$ cat config.mk
export PLATFORM = sky130hd
export DESIGN_NAME = stream_demux_n
export DESIGN_NICKNAME = d
export VERILOG_FILES = /design/src/rtl/stream_demux_n.sv
export SDC_FILE = /design/constraint.sdc
export NUM_CORES = 1
export LEC_CHECK = 0
export ABC_CLOCK_PERIOD_IN_PS = 1800
export CAP_MARGIN = 10
export CORE_MARGIN = 1
export CORE_UTILIZATION = 50
export DETAILED_ROUTE_END_ITERATION = 10
export DONT_BUFFER_PORTS = 1
export GPL_ROUTABILITY_DRIVEN = 0
export PLACE_DENSITY = 0.71
export SYNTH_ARGS = -nofsm -noshare
export SYNTH_HDL_FRONTEND = slang
export SYNTH_SLANG_ARGS = --single-unit
$ cat constraint.sdc
create_clock -name clk -period 1.8 [get_ports clk]
set_input_delay 0.45 -clock clk [delete_from_list [all_inputs] [get_ports clk]]
set_output_delay 0.45 -clock clk [all_outputs]
set_load 0.02 [all_outputs]
$ cat src/rtl/stream_demux_n.sv
// stream_demux_n: registered 1-to-N valid/ready demux with per-channel holding slots and optional packet lock
module stream_demux_n #(
   parameter int N        = 4,
   parameter int W        = 8,
   parameter int PKT_MODE = 1,
   parameter int SELW     = (N > 1) ? $clog2(N) : 1
) (
   input  logic            clk,
   input  logic            rst,
   input  logic            in_valid,
   output logic            in_ready,
   input  logic [W-1:0]    in_data,
   input  logic [SELW-1:0] in_sel,
   input  logic            in_last,
   output logic [N-1:0]    out_valid,
   input  logic [N-1:0]    out_ready,
   output logic [N*W-1:0]  out_data,
   output logic [N-1:0]    out_last,
   output logic            busy,
   output logic [15:0]     drop_count
);
   typedef enum logic {IDLE, LOCK} state_t;
   state_t state, state_nx;
   logic [SELW-1:0] lock_sel, t;
   logic t_ok, acc;
   assign t        = (state == LOCK) ? lock_sel : in_sel;
   assign t_ok     = int'(t) < N;
   assign in_ready = t_ok ? (!out_valid[t] || out_ready[t]) : 1'b1;
   assign acc      = in_valid && in_ready;
   assign busy     = state == LOCK;
   always_comb begin
      state_nx = state;
      if (PKT_MODE != 0 && acc) state_nx = in_last ? IDLE : LOCK;
   end
   always_ff @(posedge clk) begin
      if (rst) begin
         out_valid  <= '0;
         out_data   <= '0;
         out_last   <= '0;
         drop_count <= '0;
         state      <= IDLE;
         lock_sel   <= '0;
      end else begin
         // a load wins over a drain so a draining slot refills without a bubble
         for (int k = 0; k < N; k++) begin
            if (acc && t_ok && int'(t) == k) begin
               out_valid[k]       <= 1'b1;
               out_data[k*W +: W] <= in_data;
               out_last[k]        <= in_last;
            end else if (out_ready[k]) begin
               out_valid[k] <= 1'b0;
            end
         end
         if (acc && !t_ok && drop_count != 16'hFFFF) drop_count <= drop_count + 16'd1;
         state <= state_nx;
         if (state == IDLE && acc) lock_sel <= in_sel;
      end
   end
endmodule

==> impl_metrics.json <==
{
  "synth_compound_area_frac": 0.0283,
  "period_share": 1.09,
  "ys_seq_area_frac": 0.474,
  "dp_hpwl_um": 2600,
  "fin_setup_tns_ns": -0.166,
  "drt_iter0_drc": 109,
  "critPathMaxFanout": 3,
  "synthAdderAreaFrac": 0,
  "drv_slew": 0,
  "nets": 203,
  "avgSynthCellArea_sq_um": 10.2,
  "ant_nets": 0,
  "drc": 0,
  "post-place-ws_ns": 0.103,
  "dr_total_vias": 1236,
  "crit_path_start_kind": "register",
  "syn_inst": 178,
  "path_buf_inv": 0,
  "num_antenna_cells": 0,
  "die_h_um": 62.2,
  "async_flop_share": 0,
  "first_global_vias": 1223,
  "crit_path_top_delay_cell": "dfxtp_4",
  "synthMuxAreaShare": 0.266,
  "cts_tree": "yes",
  "clk_latency_ns": 0.34,
  "ys_warn_count": 0,
  "status": "complete, but fails checks",
  "vias_per_cell": 5.33,
  "critical_path_required_ns": 1.35,
  "rsz0062_at_grt": "true",
  "setup_viol": 1,
  "crit_type": "reg -> out",
  "rows": 21,
  "cp.arrival_ns": 1.52,
  "ys_ff_latch": 43,
  "failed_checks": "setup timing",
  "synth.distinct_cells": 23,
  "synth_top_family_by_area": "multiplexers",
  "syn_area_sq_um": 1810,
  "hold_path.class": "in -> reg",
  "io_buffers": 0,
  "htreeDepth": 2,
  "overflow": 0,
  "crit_chain": "mux2_4, mux2i_2, mux2i_4",
  "synth_simple_gate_area_frac": 0.131,
  "fp.dieW_um": 62.2,
  "drive_gt1_frac": 0.161,
  "synth_xor_area_frac": 0,
  "core-area_sq_um": 3420,
  "finalHoldViolations": 0,
  "area_growth_pct": 7.31,
  "grt_pass1_wl_um": 6000,
  "synthTopCellsByArea": "dfxtp_1 47%, mux2i_1 23%, buf_4 7.9%, nor2_1 7.7%, nand2b_1 2.1%",
  "io_pins": 76,
  "p_total_uw": 1910,
  "grt_usage": 0.202,
  "critPathTopFamily": "multiplexers",
  "irDropWorstVdd_v": 0.000535,
  "clk_pin_slew_worst_paths_ns": 0.13,
  "leakage_uw": 0.000982,
  "layout_setup_ws_ns": -0.166,
  "slowest_delay_ns": 0.40,
  "synthFlopType": "dfxtp_1",
  "drv_cap": 0,
  "synth-edff-count": 0,
  "synth_common_cells": "43 x dfxtp_1, 42 x mux2i_1, 37 x nor2_1, 19 x buf_4, 6 x nand2b_1",
  "hold_slack_ns": 0.153,
  "end_kind": "primary output",
  "power_density_nw_per_um2": 982,
  "die_area_sq_um": 3870,
  "grt_max_degree": 46,
  "period_needed_ns": 1.97,
  "start_util": 0.531,
  "clock_sinks": 43,
  "hold_buffers": 0,
  "yosysTopAreaCellShare": 0.474,
  "synth_largest_area_cell": "dfxtp_1",
  "fmax_mhz": 509,
  "skew_ns": 0.00888,
  "clockBufferDepth": 2,
  "fillCellCount": 285,
  "antenna_found_initial": 0,
  "cts_buffers": 5,
  "cts_root_buf": "clkbuf_4",
  "drt_wl_total_um": 3680,
  "wl_per_cell_um": 15.9,
  "synth_most_common_cell": "dfxtp_1",
  "firstDrtPassIters": 4
}
flip-flops by register name, summed over array words and instances, names as in the netlist:
signal,count
busy,1
out_valid,4
out_data,32
lock_sel,2
out_last,4
cells by family (layout without fill, tap and decap cells):
| kind of cell | Yosys count | after routing |
|---|---|---|
| buffers and inverters | 26 | 19 |
| other | 1 | 16 |
| flip-flops | 43 | 43 |
| AO/OA/AOI/OAI | 8 | 8 |
| AND/OR/NAND/NOR | 53 | 53 |
| multiplexers | 47 | 47 |
metrics by stage:
step	std cells	utilization	instance area [sq um]
finish	232	0.570	1950
global route	232	0.570	1950
CTS	232	0.570	1950
detailed placement	222	0.536	1830
global placement	222	0.536	1830
floorplan	193	-	1880
path summary, 6_finish.rpt:
check	from	endpoint	slack, ns	cells past startpoint
worst min register to register	lock_sel[0]	lock_sel[0]	0.50	2
worst min-delay path	rst	out_last[1]	0.15	1
worst max register to register	busy	out_data[27]	0.20	6
worst max-delay path	busy	in_ready	-0.17	3
routing by layer:
layer	vias to the layer above	part of all wire	track usage
li1	574	-	-
met1	587	0.41	0.227
met2	67	0.49	0.343
met3	8	0.080	0.0699
met4	0	0.015	0.0901
met5	-	0	0
cell type report:
type                            instances  area (sq um)  share of cell area
Clock buffer                            5          37.5              0.0193
Clock inverter                          3          43.8              0.0225
Multi-Input combinational cell        124           861               0.442
Sequential cell                        43           865               0.444
Tap cell                               46          57.6              0.0296
Timing Repair Buffer                   11          82.6              0.0424
report_power, final:
| part | switching (uW) | internal (uW) | total (uW) | leakage (uW) |
|---|---|---|---|---|
| Clock | 305 | 292 | 597 | 0.0000452 |
| Sequential | 83.0 | 998 | 1080 | 0.000351 |
| Combinational | 126 | 107 | 232 | 0.000587 |
placed cells by master, fill, tap and decap left out:
master,count
mux2i_4,2
clkinv_2,1
clkinv_4,1
buf_4,11
dfxtp_1,42
a21oi_1,5
conb_1,16
nor2b_1,1
o2bb2ai_2,1
o21ai_0,1
mux2i_1,39
clkbuf_4,5
nand2_1,3
nand2b_1,6
and3b_2,1
mux2_2,2
or3b_2,1
o22ai_1,1
bufinv_16,1
mux2i_2,2
mux2_4,1
mux2_1,1
dfxtp_4,1
nor2_1,37
nand4_1,4
what timing repair did:
item	in CTS	in global routing
endpoints found under the setup margin	1	1
gates resized for setup	4	0
setup buffers	2	0
worst reg2reg max path: cells and delay by family, from the launching register on:
| family | cells | cell delay (ns) |
|---|---|---|
| flip-flops | 1 | 0.40 |
| multiplexers | 2 | 0.58 |
| buffers and inverters | 2 | 0.34 |
| AND/OR/NAND/NOR | 2 | 0.19 |
No activity file was read; power rests on OpenSTA's default activity.
